`src/rtl/fb_pkg.sv`:
```
// fb_pkg: shared constants and types for the framebuffer access scheduler.
//   FRAME_COLS / FRAME_ROWS : visible frame geometry
//   FB_ADDR_W               : framebuffer cell address width
//   cell_t                  : cell contents stored in the framebuffer
//   sched_state_t           : simulation sequencing state
//   requester_t             : framebuffer requesters (used for the round-robin pointer)
package fb_pkg;

  localparam int FRAME_COLS = 640;
  localparam int FRAME_ROWS = 400;
  localparam int FB_ADDR_W  = $clog2(FRAME_COLS * FRAME_ROWS);
  localparam int CELL_W     = 2;

  typedef enum logic [CELL_W-1:0] {
    EMPTY = 2'd0,
    SAND  = 2'd1,
    WALL  = 2'd2,
    WATER = 2'd3
  } cell_t;

  typedef enum logic {
    IDLE = 1'b0,
    RUN  = 1'b1
  } sched_state_t;

  typedef enum logic [1:0] {
    DISP = 2'd0,
    DRAW = 2'd1,
    SIM  = 2'd2
  } requester_t;

endpackage

```
`src/rtl/frame_sequencer.sv`:
```
// frame_sequencer: detects the vsync rising edge (frame tick) and launches one
// simulation pass per frame, flagging frames whose tick arrives while the
// previous pass is still running.
//   clk_i, reset_i     : clock, asynchronous active-high reset
//   sim_enable_i       : allow new passes (low = paused)
//   vsync_i            : vertical sync
//   sim_done_i         : pass-complete pulse from the engine
//   running_o          : a pass is in progress (gates engine grants)
//   sim_start_o        : one-cycle start pulse, high on the first RUN cycle
//   overrun_o          : sticky overrun flag
//   overrun_count_o    : saturating overrun count when FB_ARB_OVERRUN_COUNT_EN
//                        is defined, otherwise constant 0
module frame_sequencer
  import fb_pkg::*;
#(
  parameter int OVR_W = 16
) (
  input  logic             clk_i,
  input  logic             reset_i,
  input  logic             sim_enable_i,
  input  logic             vsync_i,
  input  logic             sim_done_i,
  output logic             running_o,
  output logic             sim_start_o,
  output logic             overrun_o,
  output logic [OVR_W-1:0] overrun_count_o
);

  sched_state_t state_q, state_d;
  logic         vsync_q;
  logic         start_q, start_d;
  logic         overrun_q, overrun_d;
  logic         frame_tick;
  logic         overrun_event;

  always_comb begin
    frame_tick    = vsync_i & ~vsync_q;
    state_d       = state_q;
    start_d       = 1'b0;
    overrun_d     = overrun_q;
    overrun_event = 1'b0;
    case (state_q)
      IDLE: begin
        if (frame_tick && sim_enable_i) begin
          state_d = RUN;
          start_d = 1'b1;
        end
      end
      RUN: begin
        if (sim_done_i) begin
          // A tick coinciding with completion chains straight into the next pass.
          if (frame_tick && sim_enable_i) begin
            start_d = 1'b1;
          end else begin
            state_d = IDLE;
          end
        end else if (frame_tick) begin
          overrun_d     = 1'b1;
          overrun_event = 1'b1;
        end
      end
      default: state_d = IDLE;
    endcase
  end

  always_ff @(posedge clk_i or posedge reset_i) begin
    if (reset_i) begin
      state_q   <= IDLE;
      vsync_q   <= 1'b0;
      start_q   <= 1'b0;
      overrun_q <= 1'b0;
    end else begin
      state_q   <= state_d;
      vsync_q   <= vsync_i;
      start_q   <= start_d;
      overrun_q <= overrun_d;
    end
  end

`ifdef FB_ARB_OVERRUN_COUNT_EN
  logic [OVR_W-1:0] count_q, count_d;

  always_comb begin
    count_d = count_q;
    if (overrun_event && (count_q != {OVR_W{1'b1}})) begin
      count_d = count_q + 1'b1;
    end
  end

  always_ff @(posedge clk_i or posedge reset_i) begin
    if (reset_i) begin
      count_q <= '0;
    end else begin
      count_q <= count_d;
    end
  end

  assign overrun_count_o = count_q;
`else
  assign overrun_count_o = '0;
`endif

  assign running_o   = (state_q == RUN);
  assign sim_start_o = start_q;
  assign overrun_o   = overrun_q;

endmodule

```
`src/rtl/fb_access_scheduler.sv`:
```
// fb_access_scheduler: owns the single-port cell framebuffer and shares it
// between display fetch (highest priority), the sand engine and the draw brush.
// Optional feature macro: FB_ARB_OVERRUN_COUNT_EN (saturating overrun counter).
//   clk_i, reset_i                     : clock, asynchronous active-high reset
//   sim_enable_i, vsync_i              : frame sequencing inputs
//   video_en_i, pixel_i                : display read request / address
//   disp_data_o, disp_valid_o          : display data, 2 cycles after request
//   sim_start_o, sim_done_i            : engine pass handshake
//   sim_req/we/addr/wdata_i, sim_gnt_o : engine access port (granted only in RUN)
//   sim_rvalid_o, sim_rdata_o          : engine read data, 2 cycles after grant
//   draw_req/addr/wdata_i, draw_gnt_o  : brush write port
//   mem_en/we/addr/wdata_o, mem_rdata_i: RAM port (registered command, 1-cycle read)
//   overrun_o, overrun_count_o         : frame overrun status
module fb_access_scheduler
  import fb_pkg::*;
#(
  parameter int ACTIVE_COLUMNS = FRAME_COLS,
  parameter int ACTIVE_ROWS    = FRAME_ROWS,
  parameter int ADDR_W         = $clog2(ACTIVE_COLUMNS * ACTIVE_ROWS),
  parameter int DATA_W         = 2,
  parameter int OVR_W          = 16
) (
  input  logic              clk_i,
  input  logic              reset_i,
  input  logic              sim_enable_i,
  input  logic              vsync_i,
  input  logic              video_en_i,
  input  logic [ADDR_W-1:0] pixel_i,
  output logic [DATA_W-1:0] disp_data_o,
  output logic              disp_valid_o,
  output logic              sim_start_o,
  input  logic              sim_done_i,
  input  logic              sim_req_i,
  input  logic              sim_we_i,
  input  logic [ADDR_W-1:0] sim_addr_i,
  input  logic [DATA_W-1:0] sim_wdata_i,
  output logic              sim_gnt_o,
  output logic              sim_rvalid_o,
  output logic [DATA_W-1:0] sim_rdata_o,
  input  logic              draw_req_i,
  input  logic [ADDR_W-1:0] draw_addr_i,
  input  logic [DATA_W-1:0] draw_wdata_i,
  output logic              draw_gnt_o,
  output logic              mem_en_o,
  output logic              mem_we_o,
  output logic [ADDR_W-1:0] mem_addr_o,
  output logic [DATA_W-1:0] mem_wdata_o,
  input  logic [DATA_W-1:0] mem_rdata_i,
  output logic              overrun_o,
  output logic [OVR_W-1:0]  overrun_count_o
);

  logic running;

  frame_sequencer #(
    .OVR_W(OVR_W)
  ) u_frame_sequencer (
    .clk_i          (clk_i),
    .reset_i        (reset_i),
    .sim_enable_i   (sim_enable_i),
    .vsync_i        (vsync_i),
    .sim_done_i     (sim_done_i),
    .running_o      (running),
    .sim_start_o    (sim_start_o),
    .overrun_o      (overrun_o),
    .overrun_count_o(overrun_count_o)
  );

  // Round-robin pointer names the requester favoured on the next contested cycle.
  requester_t        rr_q, rr_d;
  logic              sim_gnt, draw_gnt;
  logic              mem_en_q, mem_en_d;
  logic              mem_we_q, mem_we_d;
  logic [ADDR_W-1:0] mem_addr_q, mem_addr_d;
  logic [DATA_W-1:0] mem_wdata_q, mem_wdata_d;
  // Read tags: stage 1 travels with the RAM command, stage 2 marks RAM data.
  logic              disp_rd_q, disp_rd_d;
  logic              sim_rd_q, sim_rd_d;
  logic              disp_vld_q, disp_vld_d;
  logic              sim_vld_q, sim_vld_d;

  always_comb begin
    sim_gnt  = 1'b0;
    draw_gnt = 1'b0;
    rr_d     = rr_q;
    // Grants are held low during reset so every output reads 0 immediately.
    if (!reset_i && !video_en_i) begin
      if (sim_req_i && running && (!draw_req_i || rr_q == SIM)) begin
        sim_gnt = 1'b1;
        rr_d    = DRAW;
      end else if (draw_req_i) begin
        draw_gnt = 1'b1;
        rr_d     = SIM;
      end
    end
  end

  always_comb begin
    mem_en_d    = 1'b0;
    mem_we_d    = 1'b0;
    mem_addr_d  = mem_addr_q;
    mem_wdata_d = mem_wdata_q;
    disp_rd_d   = 1'b0;
    sim_rd_d    = 1'b0;
    if (video_en_i) begin
      mem_en_d   = 1'b1;
      mem_addr_d = pixel_i;
      disp_rd_d  = 1'b1;
    end else if (sim_gnt) begin
      mem_en_d   = 1'b1;
      mem_we_d   = sim_we_i;
      mem_addr_d = sim_addr_i;
      if (sim_we_i) begin
        mem_wdata_d = sim_wdata_i;
      end else begin
        sim_rd_d = 1'b1;
      end
    end else if (draw_gnt) begin
      mem_en_d    = 1'b1;
      mem_we_d    = 1'b1;
      mem_addr_d  = draw_addr_i;
      mem_wdata_d = draw_wdata_i;
    end
    disp_vld_d = disp_rd_q;
    sim_vld_d  = sim_rd_q;
  end

  always_ff @(posedge clk_i or posedge reset_i) begin
    if (reset_i) begin
      rr_q        <= SIM;
      mem_en_q    <= 1'b0;
      mem_we_q    <= 1'b0;
      mem_addr_q  <= '0;
      mem_wdata_q <= '0;
      disp_rd_q   <= 1'b0;
      sim_rd_q    <= 1'b0;
      disp_vld_q  <= 1'b0;
      sim_vld_q   <= 1'b0;
    end else begin
      rr_q        <= rr_d;
      mem_en_q    <= mem_en_d;
      mem_we_q    <= mem_we_d;
      mem_addr_q  <= mem_addr_d;
      mem_wdata_q <= mem_wdata_d;
      disp_rd_q   <= disp_rd_d;
      sim_rd_q    <= sim_rd_d;
      disp_vld_q  <= disp_vld_d;
      sim_vld_q   <= sim_vld_d;
    end
  end

  assign sim_gnt_o    = sim_gnt;
  assign draw_gnt_o   = draw_gnt;
  assign mem_en_o     = mem_en_q;
  assign mem_we_o     = mem_we_q;
  assign mem_addr_o   = mem_addr_q;
  assign mem_wdata_o  = mem_wdata_q;
  // RAM data is forwarded only when tagged, so idle outputs stay at 0.
  assign disp_valid_o = disp_vld_q;
  assign disp_data_o  = disp_vld_q ? mem_rdata_i : '0;
  assign sim_rvalid_o = sim_vld_q;
  assign sim_rdata_o  = sim_vld_q ? mem_rdata_i : '0;

endmodule

```
`config.mk`:
```
export PLATFORM = sky130hd
export DESIGN_NAME = fb_access_scheduler
export DESIGN_NICKNAME = d
export VERILOG_FILES = /design/src/rtl/fb_pkg.sv /design/src/rtl/frame_sequencer.sv /design/src/rtl/fb_access_scheduler.sv
export SDC_FILE = /design/constraint.sdc
export NUM_CORES = 1
export LEC_CHECK = 0
export ABC_AREA = 1
export CAP_MARGIN = 20
export CELL_PAD_IN_SITES_DETAIL_PLACEMENT = 0
export CELL_PAD_IN_SITES_GLOBAL_PLACEMENT = 1
export CORE_UTILIZATION = 23
export DETAILED_ROUTE_END_ITERATION = 10
export MAX_ROUTING_LAYER = met4
export PLACE_DENSITY_LB_ADDON = 0.05
export SLEW_MARGIN = 20
export SYNTH_ARGS = -nofsm -noshare
export SYNTH_HDL_FRONTEND = slang
export SYNTH_SLANG_ARGS = --single-unit
```
`constraint.sdc`:
```
create_clock -name clk_i -period 1.3 [get_ports clk_i]
set_input_delay 0.195 -clock clk_i [delete_from_list [all_inputs] [get_ports clk_i]]
set_output_delay 0.195 -clock clk_i [all_outputs]
set_load 0.005 [all_outputs]
```
* Word level (Yosys, flattened, before mapping)
Cells that the tools add are included.
** Word-level totals
- Logic and storage cells :: 63
- Bits in registers :: 32
** Operators by class
- Muxes and demuxes :: 29
- Bitwise logic cells :: 5
- Reduce and logical (&&, ||, !) cells :: 14
- Eq/ne operators :: 2
** Operators with widths (count)
- $mux 18 :: 3
- $mux 1 :: 17
- $mux 2 :: 7
- $reduce_and 3->1 :: 2
- $logic_and 1x1->1 :: 4
- $not 1->1 :: 4
- $pmux 1 s2 :: 2
- $reduce_bool 2->1 :: 2
- $logic_not 1->1 :: 3
- $reduce_bool 3->1 :: 1
- $eq 2x2->1 const B :: 1
- $ne 2x2->1 const B :: 1
- $reduce_and 2->1 :: 1
- $and 1x1->1 :: 1
- $logic_or 1x1->1 :: 1

* Logic depth before layout (Yosys ltp)
Gate-level depths: netlist (run 1).
- Word-level depth :: 8
- Gate-level depth with buffers :: 9
- Mapped depth without buffers :: 9

* Cells and area by module
A second synthesis (run 1) with hierarchy kept.
** Second synthesis, totals
- Cells, all modules :: 257
- Area, all modules :: 1898.1 um^2
** By module, submodules not included
- fb_access_scheduler :: area each 1622.8 um^2, times used 1, sequential area each 701.9 um^2, cells each 224
- frame_sequencer :: area each 275.3 um^2, times used 1, sequential area each 100.1 um^2, cells each 33

* Worst setup path before layout (run 1)
No wires, ideal clock.
- Path type :: input-to-reg
- From :: input port reset_i
- To :: register mem_addr_q[1], in the netlist mem_addr_o[1]
- Path buffers :: 1
- Arrival time :: 1278 ps
- Stages :: 9
- Setup slack :: -94 ps
- Cells stage by stage :: inv_2 > nand2_2 > nor2_4 > nand2_2 > buf_4 > nand2_1 > nand3_1 > nand2_1 > nand2_1
** Between the ends
- Cells in the longest elaborated chain, start to end :: 5
- Elaborated cells between the ends (all ways) :: 7
- Classes of those cells :: 4 x mux; 3 x reduce/logical
** RTL lines
- start, declared :: line fb_access_scheduler.sv:24 : input logic reset_i,
- $logic_not 1->1 (no source line) *
- $logic_and 1x1->1 * :: line fb_access_scheduler.sv:87 : if (!reset_i && !video_en_i) begin
- $mux 1 :: line fb_access_scheduler.sv:87
- $mux 18 :: line fb_access_scheduler.sv:109 : end else if (sim_gnt) begin
- $mux 18 :: line fb_access_scheduler.sv:105 : if (video_en_i) begin
- end signal, assigned :: line fb_access_scheduler.sv:143 : mem_addr_q <= mem_addr_d;
- end, declared :: line fb_access_scheduler.sv:74 : logic [ADDR_W-1:0] mem_addr_q, mem_addr_d;
Mark *: on every way between the ends. The rest lies on a longest branch, timed or not.
A chain may end at the register's enable or synchronous reset.

* Worst setup path in the final report (run 1)
- From :: register rr_q[1]
- To :: output port sim_gnt_o
** Between the ends
- Cells in the longest elaborated chain, start to end :: 5
** RTL lines
- start, declared :: line fb_access_scheduler.sv:70 : requester_t rr_q, rr_d;
- start signal, assigned :: line fb_access_scheduler.sv:140 : rr_q <= rr_d;
- $eq 2x2->1 :: line fb_access_scheduler.sv:88 : if (sim_req_i && running && (!draw_req_i || rr_q == SIM)) begin
- $logic_or 1x1->1 :: line fb_access_scheduler.sv:88
- $logic_and 1x1->1 :: line fb_access_scheduler.sv:88
- $mux 1 :: line fb_access_scheduler.sv:88
- $mux 1 :: line fb_access_scheduler.sv:87
- end, declared :: line fb_access_scheduler.sv:37 : output logic sim_gnt_o,
No other way between the ends.

==> reports/results.tsv, run 1 <==
stage	metric	value	unit
routing	num_vias	1904	
pwr	p_per_area	870	nW/um2
synthesis	ys_top_cells_by_area	dfrtp_1, nand3_1, nand2_1	
sta	rsz0062_at_grt	yes	
global_routing	antenna_found_initial	0	
sta	worst_slack	-0.112	ns
sta	maxSlewViolCount	0	
routing	drc	0	
die	initial_core_util	24.1	%
synthesis	synth_area	1890	um2
die	coreArea	7850	um2
hold_path	hold_class	primary input to asynchronous set/reset pin	
die	dieArea	8580	um2
critical_path	cp-start-kind	register	
synthesis	synthArstFlopShare	100	%
cts	cts_buffers	5	
placement	hpwl	4.13	mm
critical_path	r2r_cells	8	
die	die-height	92.6	um
flow_run	drv_cap	0	
global_routing	grt_max_degree	34	
synthesis	synth_top_area_share	41.1	%
global_routing	grt_overflow	0	
outcome	status	complete, but fails checks	
synthesis	post-synth-top-count-cell	nand2_1	
sta	post-route-min-period	1.41	ns
outcome	failed_checks	setup timing	
synthesis	synthCells	242	
synthesis	synth_seq_cells	32	
cts	clkSinkCount	32	
routing	via_per_inst	4.18	
cts	clk_path_buf_depth	2	
global_routing	grt_pass1_vias	1881	
synthesis	synth_top_cells_by_count	nand2_1, nand3_1, dfrtp_1	
cts	cts_root_buffer	clkbuf_8	
pwr	leakage	1.54	nW
sta	finalSetupTns	-0.216	ns
critical_path	cp-end-kind	output pin	
synthesis	yosysTopAreaCell	dfrtp_1	
cts	cts_hold_buf	0	
die	boundaryPins	117	
die	dieWidth	92.6	um
placement	dp.cells	441	
synthesis	yosys_warnings	0	
cts	cts_htree_levels	2	
sta	skew	0.00638	ns
synthesis	ys_seq_area_share	42.5	%
synthesis	synth_edf_count	0	
finish	antenna_cells	0	
pwr	ir_drop	329	uV
cts	cts_tree	done	
placement	place_ws	-0.465	ns
synthesis	synth_cell_types	19	
routing	wirelength	5.88	mm
global_routing	track_usage	14.6	%
sta	whs	0.199	ns
routing	postRouteAntennaNets	0	
routing	dr.pass1.iters	4	
sta	final_hold_viol_count	0	
finish	final_nets	421	
routing	drtIter0Drc	55	
sta	max_freq	0.708	GHz
finish	area_growth	62.2	%
synthesis	ys.flop_type	dfrtp_1	
sta	fin_crit_sh	109	%
global_routing	grt_pass1_wl	9.40	mm
critical_path	cp.required	1.11	ns
sta	setup_viol	4	
cts	clock_latency	0.28	ns
placement	gp_congestion	0.713	
cts	cts.clk_slew.worst_paths	0.07	ns
die	num_rows	32	
finish	final_cell_count_no_fill	455	
synthesis	postSynthAreaPerCell	7.81	um2
critical_path	path_class	register to output pin	
routing	wire_per_inst	12.9	um
finish	drive_gt1_share	12.2	%
critical_path	cp.arrival	1.22	ns
critical_path	crit_fanout	2	
placement	portBuffers	100	
cells by family (layout without fill, tap and decap cells):
family / Yosys count / after routing / synth area share (%)
and+or+nand+nor: 144 / 144 / 33.7
buffers and inverters: 43 / 139 / 15.1
DFF: 32 / 32 / 42.5
AOI/OAI and AO/OA: 22 / 22 / 8.54
other: 1 / 16 / 0.198
state kept, by name (all words and copies together) (netlist names):
name                           flops
disp_rd_q                          1
disp_valid_o                       1
mem_addr_o                        18
mem_en_o                           1
mem_wdata_o                        2
mem_we_o                           1
rr_q                               2
sim_rd_q                           1
sim_rvalid_o                       1
u_frame_sequencer.overrun_o        1
u_frame_sequencer.running_o        1
u_frame_sequencer.sim_start_o      1
u_frame_sequencer.vsync_q          1
placed cells by master (no fill, tap or decap), types with 3 or more instances in the layout:
cell and count:
buf_4 14, clkbuf_1 3, clkbuf_8 5, clkdlybuf4s50_1 67, conb_1 16, dfrtp_1 31
dlygate4sd2_1 28, inv_1 9, nand2_1 72, nand2_2 6, nand3_1 56, nor2_1 6
o21a_1 18
worst max-delay path, cell delays in order (launching register included):
cell and delay, ns:
dfstp_2 0.54, nand2_2 0.06, nand2_2 0.11, nand2_4 0.08, inv_2 0.06, buf_2 0.10
power breakdown:
group          switching (mW)  internal (mW)
Sequential             0.0511           1.11
Combinational           0.328          0.444
Clock                   0.353          0.380
through the flow:
step | utilization [%] | cell area [um2] | power, mW
floorplan | - | 1950 | 1.53
global placement | 37.5 | 2950 | 1.99
detailed placement | 37.5 | 2950 | 1.99
CTS | 38.9 | 3050 | 2.71
global route | 39.0 | 3060 | 2.84
finish | 39.0 | 3060 | 2.66
cell type report:
type                            instances  area, um2
Timing Repair Buffer                  119       1130
Multi-Input combinational cell        182        876
Clock buffer                            8       80.1
Tap cell                              102        128
Sequential cell                        32        802
Fill cell                             881       4780
Inverter                               12       47.5
routing by layer:
metal  GRT usage, %  vias up  wire (um)
li1               -      970          -
met5              -        -          0
met4           4.62        0         62
met1           17.7      860       2680
met3           3.37        5        327
met2           24.1       69       2820
path summary, 6_finish.rpt:
path                                        endpoint                 from  slack, ns
setup / recovery                           sim_gnt_o  rr_q[1]$_DFFE_PP1P_      -0.11
hold / removal                   disp_rd_q$_DFF_PP0_              reset_i       0.20
setup reg to reg           mem_addr_o[6]$_DFFE_PP0P_  rr_q[1]$_DFFE_PP1P_          0
hold reg to reg               disp_valid_o$_DFF_PP0_  disp_rd_q$_DFF_PP0_       0.35
max in group asynchronous        rr_q[1]$_DFFE_PP1P_              reset_i       0.76
min in group clk_i            disp_valid_o$_DFF_PP0_  disp_rd_q$_DFF_PP0_       0.35
repair_timing:
item,4_1_cts,5_1_grt
pin swaps,4,0
gates resized for setup,47,9
endpoints found under the setup margin,52,26
hold endpoints to repair,0,0
buffers inserted,8,0
Note: power is estimated with default switching activity, not from simulation.
==> run 2, diff against run 1 <==
- ABC_CLOCK_PERIOD_IN_PS: unset -> 1300
==> results of run 2 <==
No change in the layout: final DEF, timing and power equal those of run 1.
